--- src/rtl/jtcop_objdma_pkg.sv ---
// jtcop_objdma_pkg: shared FSM states and default sizes for the object DMA
package jtcop_objdma_pkg;
  localparam int OBJDMA_AW = 10;
  localparam int OBJDMA_DW = 16;
  typedef enum logic [2:0] {IDLE, REQ, GRANT, RD, WR, DONE} state_t;
endpackage

--- src/rtl/jtcop_objdma_if.sv ---
// jtcop_objdma_if: trigger, 68000 arbitration, object RAM and object buffer signals of the DMA
interface jtcop_objdma_if import jtcop_objdma_pkg::*; #(
  parameter int AW = OBJDMA_AW,
  parameter int DW = OBJDMA_DW
);
  logic          i_obj_copy;
  logic          i_asn;
  logic          i_bgn;
  logic          o_brn;
  logic          o_bgackn;
  logic [AW-1:0] o_ram_addr;
  logic          o_ram_cs;
  logic [DW-1:0] i_ram_dout;
  logic          i_ram_ok;
  logic [AW-1:0] o_buf_addr;
  logic [DW-1:0] o_buf_din;
  logic          o_buf_we;
  logic          o_busy;
  logic          o_done;
  modport master (
    input  i_obj_copy, i_asn, i_bgn, i_ram_dout, i_ram_ok,
    output o_brn, o_bgackn, o_ram_addr, o_ram_cs, o_buf_addr, o_buf_din, o_buf_we, o_busy, o_done
  );
  modport slave (
    output i_obj_copy, i_asn, i_bgn, i_ram_dout, i_ram_ok,
    input  o_brn, o_bgackn, o_ram_addr, o_ram_cs, o_buf_addr, o_buf_din, o_buf_we, o_busy, o_done
  );
endinterface

--- src/rtl/jtcop_objdma.sv ---
// jtcop_objdma: copies object RAM into the object buffer on obj_copy; define JTCOP_OBJDMA_HALT_EN to halt the 68000 via BRn/BGn/BGACKn during the copy
module jtcop_objdma import jtcop_objdma_pkg::*; #(
  parameter int AW = OBJDMA_AW,
  parameter int DW = OBJDMA_DW
) (
  input  logic clk,
  input  logic rst,
  jtcop_objdma_if.master bus
);
`ifdef JTCOP_OBJDMA_HALT_EN
  localparam state_t FIRST = REQ;
`else
  localparam state_t FIRST = RD;
`endif
  state_t        r_state, w_next;
  logic [AW-1:0] r_cnt;
  logic [DW-1:0] r_data;
  logic          r_pend;
  logic          w_start, w_last;
  assign w_start = bus.i_obj_copy | r_pend;
  assign w_last  = &r_cnt;
  // state register; reset aborts any copy in flight without a done pulse
  always_ff @(posedge clk or posedge rst) begin
    if (rst) r_state <= IDLE;
    else     r_state <= w_next;
  end
  // next state: waits in REQ and RD are unbounded by design
  always_comb begin
    w_next = r_state;
    case (r_state)
      IDLE:  w_next = w_start ? FIRST : IDLE;
`ifdef JTCOP_OBJDMA_HALT_EN
      REQ:   w_next = (!bus.i_bgn && bus.i_asn) ? GRANT : REQ;
      GRANT: w_next = RD;
`endif
      RD:    w_next = bus.i_ram_ok ? WR : RD;
      WR:    w_next = w_last ? DONE : RD;
      DONE:  w_next = IDLE;
      default: w_next = IDLE;
    endcase
  end
  // outputs decoded from state so reset releases the bus immediately
  always_comb begin
`ifdef JTCOP_OBJDMA_HALT_EN
    bus.o_brn    = r_state != REQ;
    bus.o_bgackn = !(r_state inside {GRANT, RD, WR});
`else
    bus.o_brn    = 1'b1;
    bus.o_bgackn = 1'b1;
`endif
    bus.o_ram_cs   = r_state == RD;
    bus.o_buf_we   = r_state == WR;
    bus.o_busy     = r_state inside {REQ, GRANT, RD, WR};
    bus.o_done     = r_state == DONE;
    bus.o_ram_addr = r_cnt;
    bus.o_buf_addr = r_cnt;
    bus.o_buf_din  = r_data;
  end
  // word counter, read data latch and one-deep retrigger flag
  always_ff @(posedge clk or posedge rst) begin
    if (rst) begin
      r_cnt  <= '0;
      r_data <= '0;
      r_pend <= 1'b0;
    end else begin
      r_pend <= r_state == IDLE ? 1'b0 : r_pend | bus.i_obj_copy;
      r_cnt  <= r_state == IDLE ? '0 : (r_state == WR && !w_last) ? r_cnt + 1'b1 : r_cnt;
      if (r_state == RD && bus.i_ram_ok) r_data <= bus.i_ram_dout;
    end
  end
endmodule

--- src/flat_wrapper.sv ---
// flat-port wrapper written by rule: the top's interface ports become plain ports
module jtcop_objdma_flat import jtcop_objdma_pkg::*;
#(
  parameter int AW = OBJDMA_AW,
  parameter int DW = OBJDMA_DW
)
  (clk, rst, bus_i_obj_copy, bus_i_asn, bus_i_bgn, bus_i_ram_dout, bus_i_ram_ok, bus_o_brn, bus_o_bgackn, bus_o_ram_addr, bus_o_ram_cs, bus_o_buf_addr, bus_o_buf_din, bus_o_buf_we, bus_o_busy, bus_o_done);
  jtcop_objdma_if #(.AW(AW), .DW(DW)) bus_i ();
  input  logic clk;
  input  logic rst;
  input wire logic [$bits(bus_i.i_obj_copy)-1:0] bus_i_obj_copy;
  input wire logic [$bits(bus_i.i_asn)-1:0] bus_i_asn;
  input wire logic [$bits(bus_i.i_bgn)-1:0] bus_i_bgn;
  input wire logic [$bits(bus_i.i_ram_dout)-1:0] bus_i_ram_dout;
  input wire logic [$bits(bus_i.i_ram_ok)-1:0] bus_i_ram_ok;
  output wire logic [$bits(bus_i.o_brn)-1:0] bus_o_brn;
  output wire logic [$bits(bus_i.o_bgackn)-1:0] bus_o_bgackn;
  output wire logic [$bits(bus_i.o_ram_addr)-1:0] bus_o_ram_addr;
  output wire logic [$bits(bus_i.o_ram_cs)-1:0] bus_o_ram_cs;
  output wire logic [$bits(bus_i.o_buf_addr)-1:0] bus_o_buf_addr;
  output wire logic [$bits(bus_i.o_buf_din)-1:0] bus_o_buf_din;
  output wire logic [$bits(bus_i.o_buf_we)-1:0] bus_o_buf_we;
  output wire logic [$bits(bus_i.o_busy)-1:0] bus_o_busy;
  output wire logic [$bits(bus_i.o_done)-1:0] bus_o_done;
  assign bus_i.i_obj_copy = bus_i_obj_copy;
  assign bus_i.i_asn = bus_i_asn;
  assign bus_i.i_bgn = bus_i_bgn;
  assign bus_i.i_ram_dout = bus_i_ram_dout;
  assign bus_i.i_ram_ok = bus_i_ram_ok;
  assign bus_o_brn = bus_i.o_brn;
  assign bus_o_bgackn = bus_i.o_bgackn;
  assign bus_o_ram_addr = bus_i.o_ram_addr;
  assign bus_o_ram_cs = bus_i.o_ram_cs;
  assign bus_o_buf_addr = bus_i.o_buf_addr;
  assign bus_o_buf_din = bus_i.o_buf_din;
  assign bus_o_buf_we = bus_i.o_buf_we;
  assign bus_o_busy = bus_i.o_busy;
  assign bus_o_done = bus_i.o_done;
  jtcop_objdma #(.AW(AW), .DW(DW)) u_core (.clk(clk), .rst(rst), .bus(bus_i));
endmodule
--- config.mk ---
export PLATFORM = sky130hd
export DESIGN_NAME = jtcop_objdma_flat
export DESIGN_NICKNAME = d
export VERILOG_FILES = /design/src/rtl/jtcop_objdma_pkg.sv /design/src/rtl/jtcop_objdma_if.sv /design/src/rtl/jtcop_objdma.sv /design/src/flat_wrapper.sv
export SDC_FILE = /design/constraint.sdc
export NUM_CORES = 1
export LEC_CHECK = 0
export BUFFER_PORTS_ARGS = -buffer_cell sky130_fd_sc_hd__buf_4
export CORE_ASPECT_RATIO = 0.5
export CORE_MARGIN = 5
export CORE_UTILIZATION = 47
export CTS_CLUSTER_SIZE = 10
export DETAILED_ROUTE_END_ITERATION = 6
export GPL_TIMING_DRIVEN = 1
export PLACE_DENSITY = 0.81
export RECOVER_POWER = 25
export SLEW_MARGIN = 15
export SYNTH_ARGS = -nofsm -noshare
export SYNTH_HDL_FRONTEND = slang
export SYNTH_SLANG_ARGS = --single-unit
--- constraint.sdc ---
create_clock -name clk -period 2 [get_ports clk]
set_clock_uncertainty 0.2 [all_clocks]
set_input_delay 0.4 -clock clk [delete_from_list [all_inputs] [get_ports clk]]
set_output_delay 0.4 -clock clk [all_outputs]
set_load 0.005 [all_outputs]
---- Yosys cells after proc, flatten, opt, wreduce, memory -nomap -nowiden ----
Index checks and enable logic that the tools add are counted.
word-level totals
  word-level logic and storage cells ...... 25
  bits of input ports ..................... 22
  register bits ........................... 30
cells by class
  muxes and demuxes ....................... 7
  bitwise gates (word level) .............. 1
  add/subtract/negate cells ............... 1
  reduce and logical (&&, ||, !) cells .... 7
  equality and inequality tests ........... 5
operators by type and width
  kind                     number
  $mux W10                 2
  $add A10 B1 Y10 const B  1
  $reduce_and A10 Y1       1
  $pmux W3 S3              1
  $eq A3 B2 Y1 const B     2
  $eq A3 B3 Y1 const B     2
  $mux W3                  2
  $reduce_bool A4 Y1       1
  $eq A3 B1 Y1 const B     1
  $logic_not A3 Y1         1
  $logic_and A1 B1 Y1      2
  $mux W2                  1
  $reduce_bool A2 Y1       1
  $logic_not A1 Y1         1
  $mux W1                  1
  $or A1 B1 Y1             1

---- Depth between registers and ports, before layout ----
Gate-level depths: netlist (run 1).
  depth after elaboration ................. 5
  gate-level depth with buffers ........... 6
  depth with buffers taken out ............ 5

---- Least setup slack after synthesis (run 1) ----
OpenSTA, ideal clock, no wires.
  path kind ............................... flip-flop to flip-flop
  from .................................... register u_core.r_cnt[1], in the netlist u_core.bus.o_buf_addr[1]
  to ...................................... register u_core.r_cnt[0], in the netlist u_core.bus.o_buf_addr[0]
  stages on the path, launching flop included .. 6
  data required time ...................... 1.734 ns
  path slack .............................. 0.368 ns
  arrival ................................. 1.366 ns
  buffers on the path ..................... 1
  library setup time ...................... 0.066 ns
  path through ............................ dfrtp_1 > ha_1 > buf_2 > inv_1 > o41ai_1 > a22o_1
on the way
  cells in the longest elaborated chain, start to end .. 4
RTL lines
  what                          RTL line            source
  from (decl)                   jtcop_objdma.sv:16  logic [AW-1:0] r_cnt;
  from (signal assigned)        jtcop_objdma.sv:67  r_cnt <= r_state == IDLE ? '0 : (r_state == WR && !w_last) ? r_cnt + 1'b1 : r_cnt;
  $reduce_and A10 Y1            jtcop_objdma.sv:21  assign w_last = &r_cnt;
  $logic_not A1 Y1              jtcop_objdma.sv:67
  $logic_and A1 B1 Y1           jtcop_objdma.sv:67
  $reduce_bool A2 Y1 (no line)  --
Every way passes these cells.
A chain may end at the register's enable or synchronous reset.

---- Worst setup path after layout (run 1) ----
  from .................................... register u_core.r_state[0]
  to ...................................... output port bus_o_buf_we
on the way
  cells in the longest elaborated chain, start to end .. 1
RTL lines
  what                    RTL line            source
  from (decl)             jtcop_objdma.sv:15  state_t r_state, w_next;
  from (signal assigned)  jtcop_objdma.sv:25  else r_state <= w_next;
  $eq A3 B3 Y1            jtcop_objdma.sv:52  bus.o_buf_we = r_state == WR;
  to (decl)               flat_wrapper.sv:22  output wire logic [$bits(bus_i.o_buf_we)-1:0] bus_o_buf_we;
Every way passes these cells.

==> metrics.md, run 1 <==
| Metric | Value |
|---|---|
| Synth cell types | 42 |
| DP Area | just under 2000 um2 |
| Commonest non-fill, non-tap cell in the layout | buf_4 |
| Final GP Congestion | between 0.8 and 0.9 |
| H-tree level count | 2 |
| Max clock buf depth | 2 |
| GRT Util Overall | between 10% and 20% |
| Die width | just over 90 um |
| RSZ-0062 raised after global routing | no |
| Fin Hold WS | 125 ps |
| Async S/R FF share, synth | 100% |
| Clk sinks | 30 |
| CP endpoint kind | output pin |
| Peak supply drop | slightly above 0.0008 V |
| Slew Viols, Final | 0 |
| Slew @ Worst Pin | 762 ps |
| Outcome | complete, no violations |
| Relative slew slack | 49.2% |
| Non-Filler Instances | between 200 and 250 |
| Most used DFF post-synth | dfrtp_1 |
| Via count | 1316 |
| CP startpoint kind | flip-flop |
| Layout cell share with drive strength beyond 1 | slightly above 40% |
| Max Fanout on Critical Path | 7 |
| Pin count of the biggest net entering global routing | 31 |
| CTS clock-pin slew for the worst setup and hold paths | 70 ps |
| Routed Antenna Nets | 0 |
| Core area | between 3000 and 4000 um2 |
| DR WL/cell | between 15 and 20 um |
| Routed WL | 3760 um |
| Ant diodes | 0 |
| # DRC | 0 |
| EDFF count, synth | 0 |
| Pwr Density | 1200 nW/um2 |
| First-pass GRT wire length | 6150 um |
| Clk_lat worst skew | 280 ps |
| Fin nets | 217 |
| Yosys warning count | 0 |
| Syn Std Cell Area | between 1500 and 2000 um2 |
| Final Cycle Share | just under 100% |
| #FFs+latches synth | 30 |
| Worst EP required | 1400 ps |
| DIE HEIGHT | 50.3 um |
| Post-Syn Instances | 138 |
| DR pass1 iterations | 4 |
| Initial antenna violation count | 0 |
| Maxcap violations | 0 |
| Starting Density | about half |
| Seq/Total Area, Yosys | about half |
| Placed cell count | around 230 |
| Static Leak | roughly 0.00099 uW |
| CTS tree | built |
| Final Critical Period | between 1500 and 2000 ps |
| CTS root buf | clkbuf_8 |
| Die Area | 4570 um2 |
| Vias per std cell | approximately 5.6 |
| Vias in the first global route | between 1000 and 1500 |
| # IOs | 64 |
| Finished Cell Area | 2100 um2 |
| Avg Synthesized Cell Area | ~11 um2 |
| Area grow syn2layout | 37.4% |
| Hold Fails Final Rpt | 0 |
| Commonest non-fill, non-tap cells in the layout | buf_4, dfrtp_1, mux2_1, nand2_1, clkbuf_8 |
| Grt ovf | 0 |
| CTS buffer count | 5 |
| Dpl hpwl | approximately 2600 um |
| Setup_tns | 0 ps |
| Number of setup violations in the final report | 0 |
| Worst min-delay path class | input pin to flip-flop |
| Port bufs | 59 |
| Core Rows | 14 |
| Type of the worst setup path | flip-flop to output pin |
| Critical Path AT | approximately 1300 ps |
| Iteration-0 DRC Markers | 66 |
| Peak Freq | 518 MHz |
## worst paths after layout
path / slack (ps) / to / cells after the start / start
setup / recovery: 70 / bus_o_buf_we / 3 / u_core.r_state[0]$_DFF_PP0_
min in group asynchronous: 140 / u_core.bus.o_buf_addr[8]$_DFFE_PP0P_ / 3 / rst
hold reg to reg: 290 / u_core.bus.o_buf_din[7]$_DFFE_PP0P_ / 1 / u_core.bus.o_buf_din[7]$_DFFE_PP0P_
hold / removal: 120 / u_core.bus.o_buf_din[13]$_DFFE_PP0P_ / 2 / bus_i_ram_dout[13]
max in group asynchronous: 980 / u_core.bus.o_buf_addr[0]$_DFFE_PP0P_ / 3 / rst
setup reg to reg: 190 / u_core.r_state[1]$_DFF_PP0_ / 4 / u_core.bus.o_buf_addr[3]$_DFFE_PP0P_
## Yosys cell counts (all sizes together) (2+ instances only)
cell type / count / area share, %
clkbuf: 3 / 0.74
nand4: 2 / 0.82
a2bb2oi: 2 / 1.1
inv: 7 / 1.7
o21ai: 3 / 0.98
nand2: 8 / 2.1
buf: 16 / 7.6
o211ai: 2 / 0.98
nor4: 5 / 2.0
mux2: 16 / 12
a31oi: 2 / 0.82
a311o: 2 / 1.3
a31o: 2 / 1.1
nor2: 5 / 1.2
a21oi: 2 / 0.65
o41ai: 5 / 2.9
nand3: 5 / 1.6
and4: 2 / 1.1
o2111ai: 2 / 1.1
dfrtp: 30 / 49
## state kept, by name, summed over array words and instances (netlist names)
signal / count
u_core.bus.o_buf_addr: 10
u_core.r_state: 3
u_core.bus.o_buf_din: 16
u_core.r_pend: 1
## kinds of logic after synthesis
family,after synthesis,synth area share (%)
fa+ha+maj,1,0.818
buf+inv,26,10.1
xor+xnor,1,0.572
compound gates,29,15.0
simple gates,34,12.5
other cells,1,0.245
mux,16,11.8
flops,30,49.1
## worst max-delay path, cell delays in order (launching register included)
cell	delay (ps)
dfrtp_1	430
or3b_4	450
inv_1	70
buf_4	100
## per-stage QoR
| step | total power [uW] | util [%] | setup WS, ps |
|---|---|---|---|
| final | 2520 | 68.6 | 70.9 |
| after global placement | 1730 | 63.9 | 258 |
| after global routing | 2670 | 68.6 | 12.8 |
| after CTS | 2540 | 68.6 | 5.76 |
| after floorplan | 1320 | - | 368 |
| after detailed placement | 1770 | 63.9 | 226 |
## routing by layer
metal  vias to the layer above  GRT usage [%]  share of wire [%]
met1                       639           20.2                 42
met3                         5           5.52                7.3
li1                        618              -                  -
met2                        54           29.4                 50
met4                         0           4.46               0.77
met5                         -              0                  0
## repair_timing
action / 4_1_cts / 5_1_grt
setup buffers: 0 / 0
endpoints found under the setup margin: 0 / 1
resized for setup: 0 / 1
hold buffers: 0 / 0
## cell type report
cell class              count  area (um2)
clock buffers               6        82.6
inverters                   7        26.3
repair buffers             67         500
flip-flops and latches     30         751
fillers                   235         963
multi-input cells          83         632
clock inverters             2        60.1
well taps                  40        50.0
## where the power goes
group,switching [uW],internal (uW)
sequential,132,811
clock,239,531
combinational,337,466
total,708,1810
Note: power is estimated with default switching activity, not from simulation.
==> run 2, diff against run 1 <==
--- a/config.mk
+++ b/config.mk
@@ -5,7 +5,9 @@
 export SDC_FILE = /design/constraint.sdc
 export NUM_CORES = 1
 export LEC_CHECK = 0
+export ABC_AREA = 1
 export BUFFER_PORTS_ARGS = -buffer_cell sky130_fd_sc_hd__buf_4
+export CAP_MARGIN = 25
 export CORE_ASPECT_RATIO = 0.5
 export CORE_MARGIN = 5
 export CORE_UTILIZATION = 47
==> metrics.md, run 2 <==
| Metric | Value |
|---|---|
| Maxcap violations | 0 (unchanged) |
| Outcome | complete, no violations |
| Routed WL | 3350 um (-11%) |
| CTS clock-pin slew for the worst setup and hold paths | 60 ps (about the same) |
| Post-synth top area share | 49.2% (+0.12 points) |
| Layout cell share with drive strength beyond 1 | 46.9% (+6.4 points) |
| Synth cell types | 26 (-38%) |
| CTS tree | built |
| CTS root buf | clkbuf_8 |
| Number of setup violations in the final report | 0 (unchanged) |
| Seq pwr share | 40.4% (+2.9 points) |
| DR pass1 iterations | 4 (unchanged) |
| Combinational group share of total power | 39.2% (+7.3 points) |
| CP endpoint kind | output pin |
| Top-count cell post-synth | dfrtp_1 |
| Syn Std Cell Area | 1530 um2 (-0.25%) |
| First-pass GRT wire length | 5530 um (-10%) |
| CTS buffer count | 5 (unchanged) |
| Sw Share | 30.2% (+2.0 points) |
| Relative slew slack | 51.2% (+2.0 points) |
| Fin nets | 235 (+8.3%) |
| Pin count of the biggest net entering global routing | 31 (unchanged) |
| Dpl hpwl | 2480 um (-5.6%) |
| Util after Layout | 66.8% (-1.8 points) |
| P_sw | 699 uW (-1.2%) |
| Number of flip-flops under the largest register name | 16 (unchanged) |
| Post-Syn Instances | 152 (+10%) |
| Commonest non-fill, non-tap cell in the layout | buf_4 |
| Max Fanout on Critical Path | 4 (-3) |
| #FFs+latches synth | 30 (unchanged) |
| Vias per std cell | 4.96 (-11%) |
| Die width | 90.6 um (-0.11%) |
| Initial antenna violation count | 0 (unchanged) |
| Clk sinks | 30 (unchanged) |
| Type of the worst setup path | flip-flop to output pin |
| Core area | 3070 um2 (unchanged) |
| Clk_lat worst skew | 280 ps (about the same) |
| Die Area | 4560 um2 (-0.20%) |
| Via count | 1244 (-5.5%) |
| Clk pwr share | 20.3% (-10 points) |
| Worst EP required | 1400 ps (about the same) |
| Peak Freq | 536 MHz (+3.3%) |
| Commonest cells post-synth | dfrtp_1, nand2_1, nand3_1 |
| Final Cycle Share | 93.4% (-3.1 points) |
| RSZ-0062 raised after global routing | no |
| Worst min-delay path class | input pin to asynchronous set/reset pin |
| Grt ovf | 0 (unchanged) |
| Placed cell count | 239 (+5.3%) |
| Setup_tns | 0 ps (unchanged) |
| EDFF count, synth | 0 (unchanged) |
| Core Rows | 14 (unchanged) |
| Synth area leaders | dfrtp_1, mux2_4, nand3_1 |
| Most used DFF post-synth | dfrtp_1 |
| Peak supply drop | 0.000799 V (-1.8%) |
| # IOs | 64 (unchanged) |
| DIE HEIGHT | 50.3 um (about the same) |
| Port bufs | 59 (unchanged) |
| Final GP Congestion | 0.828 (-3.4%) |
| CP startpoint kind | flip-flop |
| DP Area | 1910 um2 (-2.3%) |
| Cts hold-fix bufs | 0 (unchanged) |
| Post-synth top area cell | dfrtp_1 |
| Iteration-0 DRC Markers | 49 (-26%) |
| Area grow syn2layout | 34.1% |
| Critical Path AT | 1270 ps (-60 ps) |
| Static Leak | 0.00110 uW (+11%) |
| Finished Cell Area | 2050 um2 (-2.6%) |
| Starting Density | 49.8% (-0.12 points) |
| Avg Synthesized Cell Area | 10.0 um2 (-9.4%) |
| Yosys warning count | 0 (unchanged) |
| # DRC | 0 (unchanged) |
| DR WL/cell | 13.3 um (-17%) |
| Async S/R FF share, synth | 100% (unchanged) |
| Hold Fails Final Rpt | 0 (unchanged) |
| Slew Viols, Final | 0 (unchanged) |
| Non-Filler Instances | 251 (+6.8%) |
| Seq/Total Area, Yosys | 49.2% (+0.12 points) |
| Routed Antenna Nets | 0 (unchanged) |
| Internal Power | 1620 uW (-11%) |
| Ant diodes | 0 (unchanged) |
| Vias in the first global route | 1252 (+0.24%) |
| H-tree level count | 2 (unchanged) |
| Commonest non-fill, non-tap cells in the layout | buf_4, dfrtp_1, nand2_1, nand3_1 |
| Final Critical Period | 1870 ps (-62.1 ps) |
| GRT Util Overall | 15.4% (-1.4 points) |
| Pwr Density | 1130 nW/um2 (-5.4%) |
| Slew @ Worst Pin | 732 ps (-29.6 ps) |
| Max clock buf depth | 2 (unchanged) |
[run 2: power groups by stage]
stage / registers [uW] / clock network [uW] / logic [uW]
after floorplan: 945 / 0 / 478
after global placement: 933 / 0 / 873
after detailed placement: 941 / 0 / 904
after CTS: 939 / 482 / 905
after global routing: 967 / 507 / 1010
final: 936 / 471 / 910
[run 2: logic make-up (layout without fill, tap and decap cells)]
group	Yosys count	after routing	synth area share, %
compound gates	9	9	3.11
xor+xnor	2	2	1.15
fa+ha+maj	1	1	0.820
buf+inv	28	86	11.1
flops	30	30	49.2
mux	16	16	14.0
other cells	1	2	0.246
simple gates	65	65	20.4
[run 2: worst paths after layout]
path,start,endpoint,slack (ps),depth (start not counted)
max,u_core.r_state[0]$_DFF_PP0_,bus_o_busy,130,6
min,rst,u_core.r_pend$_DFF_PP0_,130,3
max reg2reg,u_core.bus.o_buf_addr[0]$_DFFE_PP0P_,u_core.bus.o_buf_addr[7]$_DFFE_PP0P_,240,8
min reg2reg,u_core.bus.o_buf_din[9]$_DFFE_PP0P_,u_core.bus.o_buf_din[9]$_DFFE_PP0P_,310,1
max in group asynchronous,rst,u_core.bus.o_buf_din[0]$_DFFE_PP0P_,1010,3
min in group clk,bus_i_ram_dout[5],u_core.bus.o_buf_din[5]$_DFFE_PP0P_,150,2
[run 2: timing repair]
item | 4_1_cts | 5_1_grt
buffers inserted | 0 | 6
setup endpoints to repair | 0 | 8
endpoints found under the hold margin | 0 | 0
resized for setup | 0 | 2
[run 2: metrics by stage]
| step | setup WS [ps] | hold WS, ps | power (uW) |
|---|---|---|---|
| 2_1_floorplan | 464 | 269 | 1420 |
| 3_3_place_gp | 207 | 284 | 1810 |
| 3_5_place_dp | 136 | 294 | 1850 |
| 4_1_cts | 53.2 | 0.573 | 2330 |
| 5_1_grt | 17.1 | 137 | 2480 |
| 6_report | 133 | 126 | 2320 |
[run 2: final cells by class]
type                       count  area [um2]
fill                         252        1020
sequential                    30         751
multi-input combinational     95         618
timing repair buffer          66         493
clock buffer                   6        82.6
inverter                      14        52.6
tap                           40        50.0
[run 2: metal layers]
metal,part of all wire (%),track usage (%),wire length [um],vias up
li1,-,-,-,600
met1,39,15.7,1310,597
met2,54,26.7,1800,40
met3,5.3,5.82,177,7
met4,1.9,10.6,65,0
met5,0,0,0,-
[run 2: critical path, cell delays in order, from the launching register on]
cell	delay, ps
dfrtp_1	390
inv_1	100
nand2_2	90
nor2_4	140
inv_1	90
nand3_1	70
buf_4	110
